File: config.mk
export PLATFORM = sky130hd
export DESIGN_NAME = mem_port_arbiter
export DESIGN_NICKNAME = d
export VERILOG_FILES = /design/src/rtl/mem_port_arbiter.sv
export SDC_FILE = /design/constraint.sdc
export NUM_CORES = 1
export LEC_CHECK = 0
export CORE_AREA = 2 2 159 161
export CTS_CLUSTER_DIAMETER = 60
export DETAILED_ROUTE_END_ITERATION = 12
export DIE_AREA = 0 0 161 163
export PLACE_DENSITY_LB_ADDON = 0.08
export SETUP_SLACK_MARGIN = 0.15
export SKIP_LAST_GASP = 1
export SLEW_MARGIN = 20
export SYNTH_ARGS = -nofsm -noshare
export SYNTH_HDL_FRONTEND = slang
export SYNTH_SLANG_ARGS = --single-unit
export TNS_END_PERCENT = 10
File: constraint.sdc
create_clock -name i_clk -period 6 [get_ports i_clk]
set_input_delay 1.2 -clock i_clk [delete_from_list [all_inputs] [get_ports i_clk]]
set_output_delay 1.2 -clock i_clk [all_outputs]
set_load 0.01 [all_outputs]
File: src/rtl/mem_port_arbiter.sv
// mem_port_arbiter: shares one pipelined memory port between two cache-side requesters.
// Latency: one arbitration cycle per grant. Request and response paths are combinational inside a grant.
// Backpressure: owner ready = i_mem_ready & tag FIFO not full; the non-owner is held off. Define MEM_ARB_PRIO_EN for fixed priority.
module mem_port_arbiter #(
  parameter int BEATS    = 4,
  parameter int INFLIGHT = 4
) (
  input  logic        i_clk,
  input  logic        i_rst,
  input  logic        i_mem_ready,
  output logic [31:0] o_mem_addr,
  output logic        o_mem_ren,
  output logic        o_mem_wen,
  output logic [3:0]  o_mem_mask,
  output logic [31:0] o_mem_wdata,
  input  logic        i_mem_valid,
  input  logic [31:0] i_mem_addr,
  input  logic [31:0] i_mem_rdata,
  output logic        o_p0_ready,
  input  logic [31:0] i_p0_addr,
  input  logic        i_p0_ren,
  input  logic        i_p0_wen,
  input  logic [3:0]  i_p0_mask,
  input  logic [31:0] i_p0_wdata,
  output logic        o_p0_valid,
  output logic [31:0] o_p0_addr,
  output logic [31:0] o_p0_rdata,
  output logic        o_p1_ready,
  input  logic [31:0] i_p1_addr,
  input  logic        i_p1_ren,
  input  logic        i_p1_wen,
  input  logic [3:0]  i_p1_mask,
  input  logic [31:0] i_p1_wdata,
  output logic        o_p1_valid,
  output logic [31:0] o_p1_addr,
  output logic [31:0] o_p1_rdata,
  output logic [1:0]  o_owner
);

  localparam int CW = $clog2(BEATS + 1);
  localparam int AW = $clog2(INFLIGHT);

  // State encoding doubles as the o_owner value.
  localparam logic [1:0] S_IDLE = 2'b00;
  localparam logic [1:0] S_OWN0 = 2'b01;
  localparam logic [1:0] S_OWN1 = 2'b10;

  logic [1:0]          state_q, state_d;
  logic [CW-1:0]       cnt_q, cnt_d;
  logic                last_q, last_d;
  logic [INFLIGHT-1:0] tags_q;
  logic [AW:0]         wr_ptr_q, rd_ptr_q;

  logic req0, req1, own0, own1, own_req;
  logic fifo_full, fifo_empty, accept_ok, beat_acc;
  logic push, pop, head_tag, win;

  assign req0       = i_p0_ren | i_p0_wen;
  assign req1       = i_p1_ren | i_p1_wen;
  assign own0       = (state_q == S_OWN0);
  assign own1       = (state_q == S_OWN1);
  assign own_req    = own1 ? req1 : req0;

  // Extra pointer bit distinguishes full from empty when the indices match.
  assign fifo_empty = (wr_ptr_q == rd_ptr_q);
  assign fifo_full  = (wr_ptr_q[AW] != rd_ptr_q[AW]) &&
                      (wr_ptr_q[AW-1:0] == rd_ptr_q[AW-1:0]);

  // A pop in the same cycle does not free a slot for this cycle's accept.
  assign accept_ok  = i_mem_ready & ~fifo_full;
  assign beat_acc   = (own0 | own1) & own_req & accept_ok;
  assign push       = beat_acc & o_mem_ren;

  // Responses with nothing outstanding (stale after reset) are dropped.
  assign pop        = i_mem_valid & ~fifo_empty;
  assign head_tag   = tags_q[rd_ptr_q[AW-1:0]];

  assign o_p0_valid = pop & ~head_tag;
  assign o_p1_valid = pop &  head_tag;
  assign o_p0_addr  = i_mem_addr;
  assign o_p0_rdata = i_mem_rdata;
  assign o_p1_addr  = i_mem_addr;
  assign o_p1_rdata = i_mem_rdata;
  assign o_p0_ready = own0 & accept_ok;
  assign o_p1_ready = own1 & accept_ok;
  assign o_owner    = state_q;

  // Owner's request fields go straight to memory; strobes gated by accept_ok.
  always_comb begin
    o_mem_addr  = '0;
    o_mem_ren   = 1'b0;
    o_mem_wen   = 1'b0;
    o_mem_mask  = '0;
    o_mem_wdata = '0;
    if (own0) begin
      o_mem_addr  = i_p0_addr;
      o_mem_ren   = i_p0_ren & accept_ok;
      o_mem_wen   = i_p0_wen & accept_ok;
      o_mem_mask  = i_p0_mask;
      o_mem_wdata = i_p0_wdata;
    end else if (own1) begin
      o_mem_addr  = i_p1_addr;
      o_mem_ren   = i_p1_ren & accept_ok;
      o_mem_wen   = i_p1_wen & accept_ok;
      o_mem_mask  = i_p1_mask;
      o_mem_wdata = i_p1_wdata;
    end
  end

  // Grant FSM: arbitrate in IDLE, hold the grant for a full burst or until the owner lets go.
  always_comb begin
    state_d = state_q;
    cnt_d   = cnt_q;
    last_d  = last_q;
    win     = 1'b0;
    case (state_q)
      S_IDLE: begin
        cnt_d = '0;
        if (req0 | req1) begin
`ifdef MEM_ARB_PRIO_EN
          win = req1;
`else
          win = (req0 & req1) ? ~last_q : req1;
`endif
          last_d  = win;
          state_d = win ? S_OWN1 : S_OWN0;
        end
      end
      S_OWN0, S_OWN1: begin
        if (beat_acc) begin
          cnt_d = cnt_q + 1'b1;
          if (cnt_q == CW'(BEATS - 1)) state_d = S_IDLE;
        end
        if (i_mem_ready & ~own_req) state_d = S_IDLE;
      end
      default: state_d = S_IDLE;
    endcase
  end

  // Grant state, beat counter and round-robin pointer; port 0 wins the first tie.
  always_ff @(posedge i_clk or posedge i_rst) begin
    if (i_rst) begin
      state_q <= S_IDLE;
      cnt_q   <= '0;
      last_q  <= 1'b1;
    end else begin
      state_q <= state_d;
      cnt_q   <= cnt_d;
      last_q  <= last_d;
    end
  end

  // In-order tag FIFO: one entry per accepted read, naming the issuing port.
  always_ff @(posedge i_clk or posedge i_rst) begin
    if (i_rst) begin
      tags_q   <= '0;
      wr_ptr_q <= '0;
      rd_ptr_q <= '0;
    end else begin
      if (push) begin
        tags_q[wr_ptr_q[AW-1:0]] <= own1;
        wr_ptr_q                 <= wr_ptr_q + 1'b1;
      end
      if (pop) rd_ptr_q <= rd_ptr_q + 1'b1;
    end
  end

endmodule

==> run_summary.xml, run 1 <==
<?xml version="1.0" encoding="UTF-8"?>
<metrics>
  <group name="detailed_routing">
    <metric name="drt_first_pass_iters" unit="">4</metric>
    <metric name="via_per_inst" unit="">3.49</metric>
    <metric name="post_drt_wl_per_cell" unit="µm">19.3</metric>
    <metric name="drt.antenna.violating_nets" unit="">0</metric>
    <metric name="drcViolationCount" unit="">0</metric>
    <metric name="dr_total_vias" unit="">2541</metric>
    <metric name="drtIter0Drc" unit="">68</metric>
    <metric name="detail_route.wirelength" unit="µm">14100</metric>
  </group>
  <group name="sta">
    <metric name="hold_viol_final" unit="">0</metric>
    <metric name="grt_setup_unrepaired" unit="">false</metric>
    <metric name="setup_tns" unit="ps">0</metric>
    <metric name="final_slew_viol_count" unit="">0</metric>
    <metric name="timing.final.crit_share" unit="%">69.7</metric>
    <metric name="finClkSkew" unit="ps">2.94</metric>
    <metric name="max_clock_freq" unit="MHz">239</metric>
    <metric name="minimum_clock_period" unit="ps">4180</metric>
    <metric name="number_of_setup_violations_in_the_final_report" unit="">0</metric>
    <metric name="postLayoutSetupSlackWorst" unit="ps">1820</metric>
    <metric name="timing.slew.headroom" unit="%">45.3</metric>
    <metric name="worst-slew-pin-transition" unit="ps">820</metric>
  </group>
  <group name="global_routing">
    <metric name="grt_antenna_before_repair" unit="">0</metric>
    <metric name="grt_use_total" unit="%">9.66</metric>
    <metric name="grt_pass1_wl" unit="µm">18600</metric>
    <metric name="grt_pass1_vias" unit="">2638</metric>
    <metric name="grt_overflow" unit="">0</metric>
    <metric name="largest_net_degree_at_the_start_of_global_routing" unit="">74</metric>
  </group>
  <group name="power">
    <metric name="pwr-share-comb" unit="%">77.7</metric>
    <metric name="internal-power" unit="W">0.000927</metric>
    <metric name="share_of_total_power_in_the_clock_network" unit="%">9.4</metric>
    <metric name="irDropWorstVdd" unit="mV">0.134</metric>
    <metric name="power.sequential.fraction" unit="%">12.9</metric>
    <metric name="cellLeakagePower" unit="nW">1.62</metric>
    <metric name="netSwitchingFraction" unit="%">41.3</metric>
    <metric name="p_sw" unit="W">0.000652</metric>
    <metric name="pwr_density_cell" unit="mW/mm²">357</metric>
  </group>
  <group name="critical_path">
    <metric name="timing_worst_setup_path_type" unit="">reg -&gt; out</metric>
    <metric name="worst-endpoint-required" unit="ps">4800</metric>
    <metric name="cp-start-kind" unit="">register</metric>
    <metric name="cp.arrival" unit="ps">2980</metric>
    <metric name="endpoint_kind" unit="">output port</metric>
    <metric name="critical_path_peak_fanout" unit="">60</metric>
    <metric name="regToRegSetupSlack" unit="ps">3230</metric>
  </group>
  <group name="yosys">
    <metric name="synth_cell_type_count" unit="">43</metric>
    <metric name="synth_seq_cells" unit="">16</metric>
    <metric name="syn-instance-count" unit="">319</metric>
    <metric name="synth_seq_area_share" unit="%">14.7</metric>
    <metric name="mappedNetlistNets" unit="">537</metric>
    <metric name="area_contributors_post_synth" unit="">sky130_fd_sc_hd__buf_4, sky130_fd_sc_hd__a22o_1, sky130_fd_sc_hd__dfrtp_1</metric>
    <metric name="post_synth.cell_area_avg" unit="µm²">8.59</metric>
    <metric name="synth_area_leader_cell" unit="">sky130_fd_sc_hd__buf_4</metric>
    <metric name="netlist.area_leader.share" unit="%">35.1</metric>
    <metric name="yosys_warnings" unit="">0</metric>
    <metric name="syn_area" unit="mm²">0.00274</metric>
  </group>
  <group name="layout">
    <metric name="postLayoutCellArea" unit="mm²">0.00442</metric>
    <metric name="post_route_cells_drive_above_1_share" unit="%">5.26</metric>
    <metric name="final_nets" unit="">618</metric>
    <metric name="area_growth_syn_to_layout" unit="%">61.4</metric>
    <metric name="layout.cells.most_common" unit="">sky130_fd_sc_hd__clkdlybuf4s50_1</metric>
    <metric name="antenna_cells_inserted" unit="">0</metric>
    <metric name="most-common-layout-cells" unit="">sky130_fd_sc_hd__clkdlybuf4s50_1, sky130_fd_sc_hd__a22o_1, sky130_fd_sc_hd__dfrtp_1</metric>
    <metric name="stdcell_count" unit="">729</metric>
  </group>
  <group name="clock_network">
    <metric name="post_cts.resized_instances" unit="">0</metric>
    <metric name="clock_tree.buffer_depth" unit="">2</metric>
    <metric name="root_buffer" unit="">sky130_fd_sc_hd__clkbuf_16</metric>
    <metric name="numClockSinks" unit="">16</metric>
    <metric name="cts_htree_levels" unit="">1</metric>
    <metric name="tritoncts.num_buffers" unit="">3</metric>
    <metric name="cts-hold-fix-buffers" unit="">0</metric>
    <metric name="post_cts_clock_slew_at_the_launch_and_capture_registers_of_the_worst_setup_and_hold_paths" unit="ps">60</metric>
    <metric name="clock_tree_from_tritoncts" unit="">yes</metric>
    <metric name="cts_post_setup_buffers_inserted" unit="">0</metric>
    <metric name="clkLatencyLatePin" unit="ps">250</metric>
  </group>
  <group name="die">
    <metric name="area_of_the_die" unit="mm²">0.0262</metric>
    <metric name="number_of_placed_i_o_pins" unit="">412</metric>
    <metric name="fp.dieW" unit="µm">161</metric>
    <metric name="floorplan.rows" unit="">58</metric>
    <metric name="die_h" unit="µm">163</metric>
    <metric name="initial_utilization" unit="%">11.1</metric>
    <metric name="core" unit="mm²">0.0247</metric>
  </group>
  <group name="job">
    <metric name="maxCapViolCount" unit="">0</metric>
  </group>
  <group name="placed_design">
    <metric name="postPlaceCellArea" unit="mm²">0.00434</metric>
    <metric name="port-buffer-count" unit="">219</metric>
    <metric name="count_of_placed_standard_cells_including_taps" unit="">725</metric>
    <metric name="weighted_congestion_at_the_end_of_routability_driven_global_placement" unit="">0.840</metric>
    <metric name="post-dp-hpwl" unit="µm">12200</metric>
    <metric name="dp_slack" unit="ps">1950</metric>
  </group>
  <group name="min_path">
    <metric name="hold_removal_path_class" unit="">reg -&gt; reg</metric>
  </group>
  <group name="run_status">
    <metric name="run_status" unit="">finished, final reports clean</metric>
  </group>
</metrics>
==> power groups by stage <==
stage / registers, W / clock network [W] / logic (W)
global route: 0.000211 / 0.000162 / 0.00133
finish: 0.000204 / 0.000148 / 0.00123
floorplan: 0.000195 / 0 / 0.000713
CTS: 0.000205 / 0.000154 / 0.00125
global placement: 0.000206 / 0 / 0.00126
detailed placement: 0.000205 / 0 / 0.00125
==> synth_stat cells (all sizes together) <==
cell,count
ha,10
or4,1
nor2,5
nand3b,1
nand2,10
o31a,1
or2,1
nor3,1
o21ai,3
dfrtp,15
a2111oi,1
and2,2
nor3b,3
inv,13
a21oi,3
a31o,1
o31ai,1
clkbuf,11
a22oi,1
o22a,1
or3,1
nand3,5
buf,134
mux4,1
a211oi,1
xor2,2
a31oi,3
nor2b,3
mux2i,3
xnor2,6
o211ai,1
mux2,6
dfstp,1
a22o,67
==> logic make-up (layout without fill, tap and decap cells) <==
family	count (synthesis)	after routing	synth area share (%)
buf+inv	158	238	39.6
compound gates	84	84	26.8
xor+xnor	8	8	2.56
simple gates	33	33	7.35
flops	16	16	14.7
mux	10	10	4.52
fa+ha+maj	10	10	4.56
==> area by class of cell <==
class | count | area (µm²)
tap | 330 | 413
timing repair buffer | 221 | 2210
multi-input combinational | 145 | 1260
sequential | 16 | 402
fill | 2777 | 20200
clock buffer | 4 | 88.8
inverter | 13 | 48.8
==> routing by layer <==
metal	GRT usage [%]	share of wire, %
met5	0	0
met4	1.14	0.62
met3	9.17	21
met2	16.4	48
met1	8.66	30
==> metrics by stage <==
step | utilization [%] | hold slack (ps) | power [W]
floorplan | - | 455 | 0.000908
global placement | 17.6 | 473 | 0.00146
detailed placement | 17.6 | 487 | 0.00145
CTS | 17.9 | 495 | 0.00161
global route | 17.9 | 525 | 0.00170
finish | 17.9 | 495 | 0.00158
==> state kept, by name, indices dropped and copies added, names as in the netlist <==
signal	flops
rd_ptr_q	3
last_q	1
o_owner	2
cnt_q	3
wr_ptr_q	3
tags_q	4
==> final timing paths <==
kind / from / endpoint / cells past startpoint
hold / removal: cnt_q[0] / cnt_q[0] / 1
setup / recovery: o_owner[0] / o_mem_addr[23] / 6
setup reg to reg: o_owner[1] / tags_q[0] / 7
min in group asynchronous: i_rst / wr_ptr_q[1] / 2
hold reg to reg: cnt_q[0] / cnt_q[0] / 1
max in group asynchronous: i_rst / cnt_q[0] / 2
==> critical path, stage by stage (launching register included) <==
cell                              delay [ps]
sky130_fd_sc_hd__dfrtp_1                 400
sky130_fd_sc_hd__inv_1                   130
sky130_fd_sc_hd__ha_1                    420
sky130_fd_sc_hd__nor2b_4                 340
sky130_fd_sc_hd__buf_4                   570
sky130_fd_sc_hd__a22o_1                  260
sky130_fd_sc_hd__clkdlybuf4s50_1         550
Note: power is estimated with default switching activity, not from simulation.
==> run 2: changes to the inputs <==
Settings changed: CORE_AREA 2 2 159 161 to 2 2 158 160, DIE_AREA 0 0 161 163 to 0 0 160 162.
Clock period 6 ns to 3.7 ns, I/O delays scaled along.
==> run_summary.xml, run 2 (synthesis gave the netlist of run 1 again) <==
<?xml version="1.0" encoding="UTF-8"?>
<metrics>
  <group name="run_status">
    <metric name="run_status" unit="">finished, final reports clean</metric>
  </group>
  <group name="detailed_routing">
    <metric name="detail_route.wirelength" unit="µm">17500</metric>
    <metric name="post_drt_wl_per_cell" unit="µm">24.1</metric>
    <metric name="dr_total_vias" unit="">2546</metric>
    <metric name="drt_first_pass_iters" unit="">4</metric>
    <metric name="drtIter0Drc" unit="">76</metric>
    <metric name="via_per_inst" unit="">3.51</metric>
    <metric name="drt.antenna.violating_nets" unit="">0</metric>
    <metric name="drcViolationCount" unit="">0</metric>
  </group>
  <group name="placed_design">
    <metric name="post-dp-hpwl" unit="µm">15500</metric>
    <metric name="port-buffer-count" unit="">219</metric>
    <metric name="count_of_placed_standard_cells_including_taps" unit="">722</metric>
    <metric name="weighted_congestion_at_the_end_of_routability_driven_global_placement" unit="">0.821</metric>
  </group>
  <group name="global_routing">
    <metric name="grt_pass1_vias" unit="">2645</metric>
    <metric name="grt_overflow" unit="">0</metric>
    <metric name="grt_antenna_before_repair" unit="">0</metric>
    <metric name="grt_use_total" unit="%">12.4</metric>
    <metric name="largest_net_degree_at_the_start_of_global_routing" unit="">48</metric>
    <metric name="grt_pass1_wl" unit="µm">22500</metric>
  </group>
  <group name="die">
    <metric name="die_h" unit="µm">162</metric>
    <metric name="number_of_placed_i_o_pins" unit="">412</metric>
    <metric name="area_of_the_die" unit="mm²">0.0259</metric>
    <metric name="core" unit="mm²">0.0241</metric>
    <metric name="floorplan.rows" unit="">57</metric>
    <metric name="initial_utilization" unit="%">11.4</metric>
    <metric name="fp.dieW" unit="µm">160</metric>
  </group>
  <group name="sta">
    <metric name="hold_viol_final" unit="">0</metric>
    <metric name="minimum_clock_period" unit="ps">3160</metric>
    <metric name="max_clock_freq" unit="MHz">317</metric>
    <metric name="grt_setup_unrepaired" unit="">false</metric>
    <metric name="setup_tns" unit="ps">0</metric>
    <metric name="finClkSkew" unit="ps">1.25</metric>
    <metric name="number_of_setup_violations_in_the_final_report" unit="">0</metric>
    <metric name="final_slew_viol_count" unit="">0</metric>
    <metric name="worst-slew-pin-transition" unit="ps">694</metric>
    <metric name="timing.final.crit_share" unit="%">85.3</metric>
    <metric name="timing.slew.headroom" unit="%">53.7</metric>
  </group>
  <group name="clock_network">
    <metric name="clkLatencyLatePin" unit="ps">250</metric>
    <metric name="clock_tree.buffer_depth" unit="">2</metric>
    <metric name="post_cts_clock_slew_at_the_launch_and_capture_registers_of_the_worst_setup_and_hold_paths" unit="ps">50</metric>
    <metric name="clock_tree_from_tritoncts" unit="">yes</metric>
    <metric name="tritoncts.num_buffers" unit="">3</metric>
    <metric name="post_cts.resized_instances" unit="">0</metric>
    <metric name="numClockSinks" unit="">16</metric>
    <metric name="cts_htree_levels" unit="">1</metric>
    <metric name="root_buffer" unit="">sky130_fd_sc_hd__clkbuf_16</metric>
    <metric name="cts_post_setup_buffers_inserted" unit="">0</metric>
    <metric name="cts-hold-fix-buffers" unit="">0</metric>
  </group>
  <group name="critical_path">
    <metric name="timing.rr.start" unit="">o_owner[0]</metric>
    <metric name="regToRegSetupSlack" unit="ps">1520</metric>
    <metric name="timing_worst_setup_path_type" unit="">in -&gt; out</metric>
    <metric name="worst_setup_path_startpoint" unit="">i_mem_ready</metric>
    <metric name="critical_path_peak_fanout" unit="">7</metric>
    <metric name="endpoint_kind" unit="">output port</metric>
    <metric name="cp-start-kind" unit="">primary input</metric>
    <metric name="endpoint" unit="">o_p0_ready</metric>
    <metric name="rr_worst_depth" unit="">7</metric>
    <metric name="reg2reg_to" unit="">tags_q[3]</metric>
    <metric name="worst-endpoint-required" unit="ps">2960</metric>
    <metric name="cp.arrival" unit="ps">2420</metric>
  </group>
  <group name="power">
    <metric name="pwr_density_cell" unit="mW/mm²">584</metric>
    <metric name="irDropWorstVdd" unit="mV">0.201</metric>
    <metric name="cellLeakagePower" unit="nW">1.64</metric>
  </group>
  <group name="layout">
    <metric name="most-common-layout-cells" unit="">sky130_fd_sc_hd__clkdlybuf4s50_1, sky130_fd_sc_hd__a22o_1, sky130_fd_sc_hd__dfrtp_1</metric>
    <metric name="multi_input_comb_area" unit="mm²">0.00126</metric>
    <metric name="antenna_cells_inserted" unit="">0</metric>
    <metric name="fillCellCount" unit="">2733</metric>
    <metric name="largest_register_ff_count" unit="">4</metric>
    <metric name="top_register" unit="">tags_q</metric>
    <metric name="stdcell_count" unit="">726</metric>
    <metric name="post_route_cells_drive_above_1_share" unit="%">5.97</metric>
    <metric name="area_growth_syn_to_layout" unit="%">61.9</metric>
    <metric name="sequential_cell_area_in_the_final_layout" unit="µm²">402</metric>
    <metric name="final_nets" unit="">621</metric>
    <metric name="layout.cells.most_common" unit="">sky130_fd_sc_hd__clkdlybuf4s50_1</metric>
  </group>
  <group name="min_path">
    <metric name="hold_removal_path_class" unit="">reg -&gt; reg</metric>
  </group>
  <group name="job">
    <metric name="maxCapViolCount" unit="">0</metric>
  </group>
</metrics>
==> run 2: how the worst min path moves through the flow <==
stage	start	to	slack (ps)	cells past startpoint
6_report	cnt_q[0]	cnt_q[0]	490	1
5_1_grt	cnt_q[0]	cnt_q[0]	520	1
4_1_cts	cnt_q[0]	cnt_q[0]	500	1
3_5_place_dp	cnt_q[0]	cnt_q[0]	490	1
3_3_place_gp	cnt_q[0]	cnt_q[0]	480	1
2_1_floorplan	cnt_q[0]	cnt_q[0]	450	1
==> run 2: worst max-delay path, stage by stage <==
cell and delay, ps:
sky130_fd_sc_hd__clkdlybuf4s50_1 520, sky130_fd_sc_hd__inv_1 120, sky130_fd_sc_hd__a31oi_4 290, sky130_fd_sc_hd__and2_1 180, sky130_fd_sc_hd__clkdlybuf4s50_1 570
==> run 2: metal layers <==
metal	up-vias	global-route usage (%)	share of wire, %
met5	-	0.189	0
met1	1169	9.28	26
met2	187	19.9	45
met3	24	15.5	27
li1	1166	-	-
met4	0	2.70	1.7
==> run 2: through the flow <==
step	setup WS [ps]	area (µm²)	power (W)	utilization (%)	hold slack, ps
finish	543	4440	0.00259	18.4	492
global route	438	4440	0.00278	18.4	523
global placement	483	4350	0.00243	18.0	484
CTS	477	4440	0.00265	18.4	496
detailed placement	476	4350	0.00240	18.0	489
floorplan	1190	2740	0.00147	-	455
==> run 2: report_power, final <==
part | total, W | switching [W] | internal (W) | leakage (nW)
clock | 0.000237 | 0.0000728 | 0.000164 | 0.0442
combinational | 0.00202 | 0.000924 | 0.00110 | 1.39
sequential | 0.000331 | 0.0000799 | 0.000251 | 0.206
==> run 2: final cells by class <==
class / instances / share of cell area (%)
timing repair buffer: 224 / 50.2
multi-input combinational: 145 / 28.5
tap: 324 / 9.13
sequential: 16 / 9.05
clock buffer: 4 / 2.00
inverter: 13 / 1.10
==> run 3: changes to the inputs <==
Settings changed: RECOVER_POWER set to 100.
==> run_summary.xml, run 3 (synthesis gave the netlist of run 1 again) <==
<?xml version="1.0" encoding="UTF-8"?>
<metrics>
  <group name="clock_network">
    <metric name="cts-hold-fix-buffers" unit="">0</metric>
    <metric name="post_cts_clock_slew_at_the_launch_and_capture_registers_of_the_worst_setup_and_hold_paths" unit="ps">50</metric>
    <metric name="numClockSinks" unit="">16</metric>
    <metric name="cts_htree_levels" unit="">1</metric>
    <metric name="clkLatencyLatePin" unit="ps">250</metric>
    <metric name="root_buffer" unit="">sky130_fd_sc_hd__clkbuf_16</metric>
    <metric name="cts_post_setup_buffers_inserted" unit="">0</metric>
    <metric name="clock_tree.buffer_depth" unit="">2</metric>
    <metric name="tritoncts.num_buffers" unit="">3</metric>
    <metric name="post_cts.resized_instances" unit="">0</metric>
    <metric name="clock_tree_from_tritoncts" unit="">yes</metric>
  </group>
  <group name="die">
    <metric name="initial_utilization" unit="%">11.4</metric>
    <metric name="core" unit="mm²">0.0241</metric>
    <metric name="die_h" unit="µm">162</metric>
    <metric name="floorplan.rows" unit="">57</metric>
    <metric name="number_of_placed_i_o_pins" unit="">412</metric>
    <metric name="area_of_the_die" unit="mm²">0.0259</metric>
    <metric name="fp.dieW" unit="µm">160</metric>
  </group>
  <group name="min_path">
    <metric name="worst_hold_path.num_cells" unit="">1</metric>
    <metric name="timing.hold.worst.start" unit="">cnt_q[0]</metric>
    <metric name="hold-path-endpoint" unit="">cnt_q[0]</metric>
    <metric name="hold_removal_path_class" unit="">reg -&gt; reg</metric>
  </group>
  <group name="layout">
    <metric name="final_nets" unit="">621</metric>
    <metric name="fillCellCount" unit="">2741</metric>
    <metric name="area_growth_syn_to_layout" unit="%">60.6</metric>
    <metric name="largest_register_ff_count" unit="">4</metric>
    <metric name="multi_input_comb_area" unit="mm²">0.00123</metric>
    <metric name="post_route_cells_drive_above_1_share" unit="%">4.48</metric>
    <metric name="antenna_cells_inserted" unit="">0</metric>
    <metric name="sequential_cell_area_in_the_final_layout" unit="µm²">402</metric>
    <metric name="most-common-layout-cells" unit="">sky130_fd_sc_hd__clkdlybuf4s50_1, sky130_fd_sc_hd__dlygate4sd3_1, sky130_fd_sc_hd__a22o_1</metric>
    <metric name="layout.cells.most_common" unit="">sky130_fd_sc_hd__clkdlybuf4s50_1</metric>
    <metric name="postLayoutCellArea" unit="mm²">0.00440</metric>
    <metric name="top_register" unit="">tags_q</metric>
  </group>
  <group name="global_routing">
    <metric name="grt_util_met3" unit="%">15.5</metric>
    <metric name="grt_use_total" unit="%">12.4</metric>
    <metric name="use_met1" unit="%">9.28</metric>
    <metric name="grt_util_met2" unit="%">19.9</metric>
    <metric name="grt_antenna_before_repair" unit="">0</metric>
    <metric name="grt_pass1_vias" unit="">2645</metric>
    <metric name="largest_net_degree_at_the_start_of_global_routing" unit="">48</metric>
    <metric name="grt_pass1_wl" unit="µm">22500</metric>
    <metric name="grt_overflow" unit="">0</metric>
    <metric name="grt-busiest-layer" unit="">met2</metric>
  </group>
  <group name="critical_path">
    <metric name="critical_path_peak_fanout" unit="">24</metric>
    <metric name="cp.arrival" unit="ps">2490</metric>
    <metric name="regToRegSetupSlack" unit="ps">1300</metric>
    <metric name="timing.rr.start" unit="">o_owner[0]</metric>
    <metric name="rr_worst_depth" unit="">7</metric>
    <metric name="worst-endpoint-required" unit="ps">2960</metric>
    <metric name="timing_worst_setup_path_type" unit="">reg -&gt; out</metric>
    <metric name="cp-start-kind" unit="">register</metric>
    <metric name="endpoint_kind" unit="">output port</metric>
    <metric name="reg2reg_to" unit="">cnt_q[1]</metric>
  </group>
  <group name="sta">
    <metric name="grt_setup_unrepaired" unit="">false</metric>
    <metric name="final_slew_viol_count" unit="">0</metric>
    <metric name="whs" unit="ps">492</metric>
    <metric name="minimum_clock_period" unit="ps">3230</metric>
    <metric name="max_clock_freq" unit="MHz">309</metric>
    <metric name="number_of_setup_violations_in_the_final_report" unit="">0</metric>
    <metric name="timing.final.crit_share" unit="%">87.4</metric>
    <metric name="worst-slew-pin-transition" unit="ps">693</metric>
    <metric name="finClkSkew" unit="ps">1.38</metric>
    <metric name="hold_viol_final" unit="">0</metric>
    <metric name="timing.slew.headroom" unit="%">53.7</metric>
    <metric name="setup_tns" unit="ps">0</metric>
  </group>
  <group name="detailed_routing">
    <metric name="post_drt_wl_per_cell" unit="µm">24.1</metric>
    <metric name="detail_route.wirelength" unit="µm">17500</metric>
    <metric name="via_per_inst" unit="">3.50</metric>
    <metric name="drcViolationCount" unit="">0</metric>
    <metric name="dr_total_vias" unit="">2542</metric>
    <metric name="drt_first_pass_iters" unit="">4</metric>
    <metric name="drt.antenna.violating_nets" unit="">0</metric>
    <metric name="drtIter0Drc" unit="">73</metric>
  </group>
  <group name="placed_design">
    <metric name="post-dp-hpwl" unit="µm">15500</metric>
    <metric name="weighted_congestion_at_the_end_of_routability_driven_global_placement" unit="">0.821</metric>
    <metric name="port-buffer-count" unit="">219</metric>
    <metric name="postPlaceCellArea" unit="mm²">0.00435</metric>
  </group>
  <group name="job">
    <metric name="maxCapViolCount" unit="">0</metric>
  </group>
  <group name="power">
    <metric name="irDropWorstVdd" unit="mV">0.188</metric>
    <metric name="post-layout-total-power" unit="W">0.00244</metric>
    <metric name="pwr_density_cell" unit="mW/mm²">554</metric>
    <metric name="cellLeakagePower" unit="nW">1.80</metric>
  </group>
  <group name="run_status">
    <metric name="run_status" unit="">finished, final reports clean</metric>
  </group>
</metrics>
[run 3: cell count changes in the layout (fill, tap and decap cells not counted), moves of 2 or more]
cell,delta
sky130_fd_sc_hd__nor3b_1,+2
sky130_fd_sc_hd__dlygate4sd3_1,+74
sky130_fd_sc_hd__nor3b_4,-2
sky130_fd_sc_hd__clkdlybuf4s50_1,-74
[run 3: area by class of cell]
type / instances / share of cell area [%]
Tap cell: 324 / 9.21
Sequential cell: 16 / 9.12
Timing Repair Buffer: 224 / 50.6
Inverter: 13 / 1.11
Clock buffer: 4 / 2.02
Multi-Input combinational cell: 145 / 28.0
[run 3: worst max-delay path by stage]
stage / startpoint / endpoint / slack (ps) / cells after the start
final: o_owner[1] / o_mem_wdata[16] / 470 / 5
after floorplan: o_owner[1] / o_mem_wdata[10] / 1190 / 8
after detailed placement: i_mem_ready / o_p0_ready / 480 / 5
after CTS: i_mem_ready / o_p0_ready / 480 / 5
after global placement: i_mem_ready / o_p0_ready / 480 / 5
after global routing: o_owner[1] / o_mem_wen / 250 / 6
[run 3: metal layers]
layer	vias up	part of all wire [%]
li1	1165	-
met1	1166	26
met2	187	46
met3	24	27
met4	0	1.7
met5	-	0
[run 3: critical path: stages (launching register included)]
cell,delay (ps)
sky130_fd_sc_hd__dfrtp_1,410
sky130_fd_sc_hd__inv_1,120
sky130_fd_sc_hd__ha_1,290
sky130_fd_sc_hd__clkbuf_2,500
sky130_fd_sc_hd__a22o_1,240
sky130_fd_sc_hd__dlygate4sd3_1,650
[run 3: where the power goes]
part	internal, W	switching, W
clock network	0.000164	0.0000730
registers	0.000251	0.0000794
logic	0.000969	0.000901
[run 3: stage by stage]
stage	utilization, %	std cells	setup slack [ps]
6_report	18.3	726	467
5_1_grt	18.3	726	251
4_1_cts	18.4	726	477
3_5_place_dp	18.0	722	476
3_3_place_gp	18.0	722	483
2_1_floorplan	-	319	1190
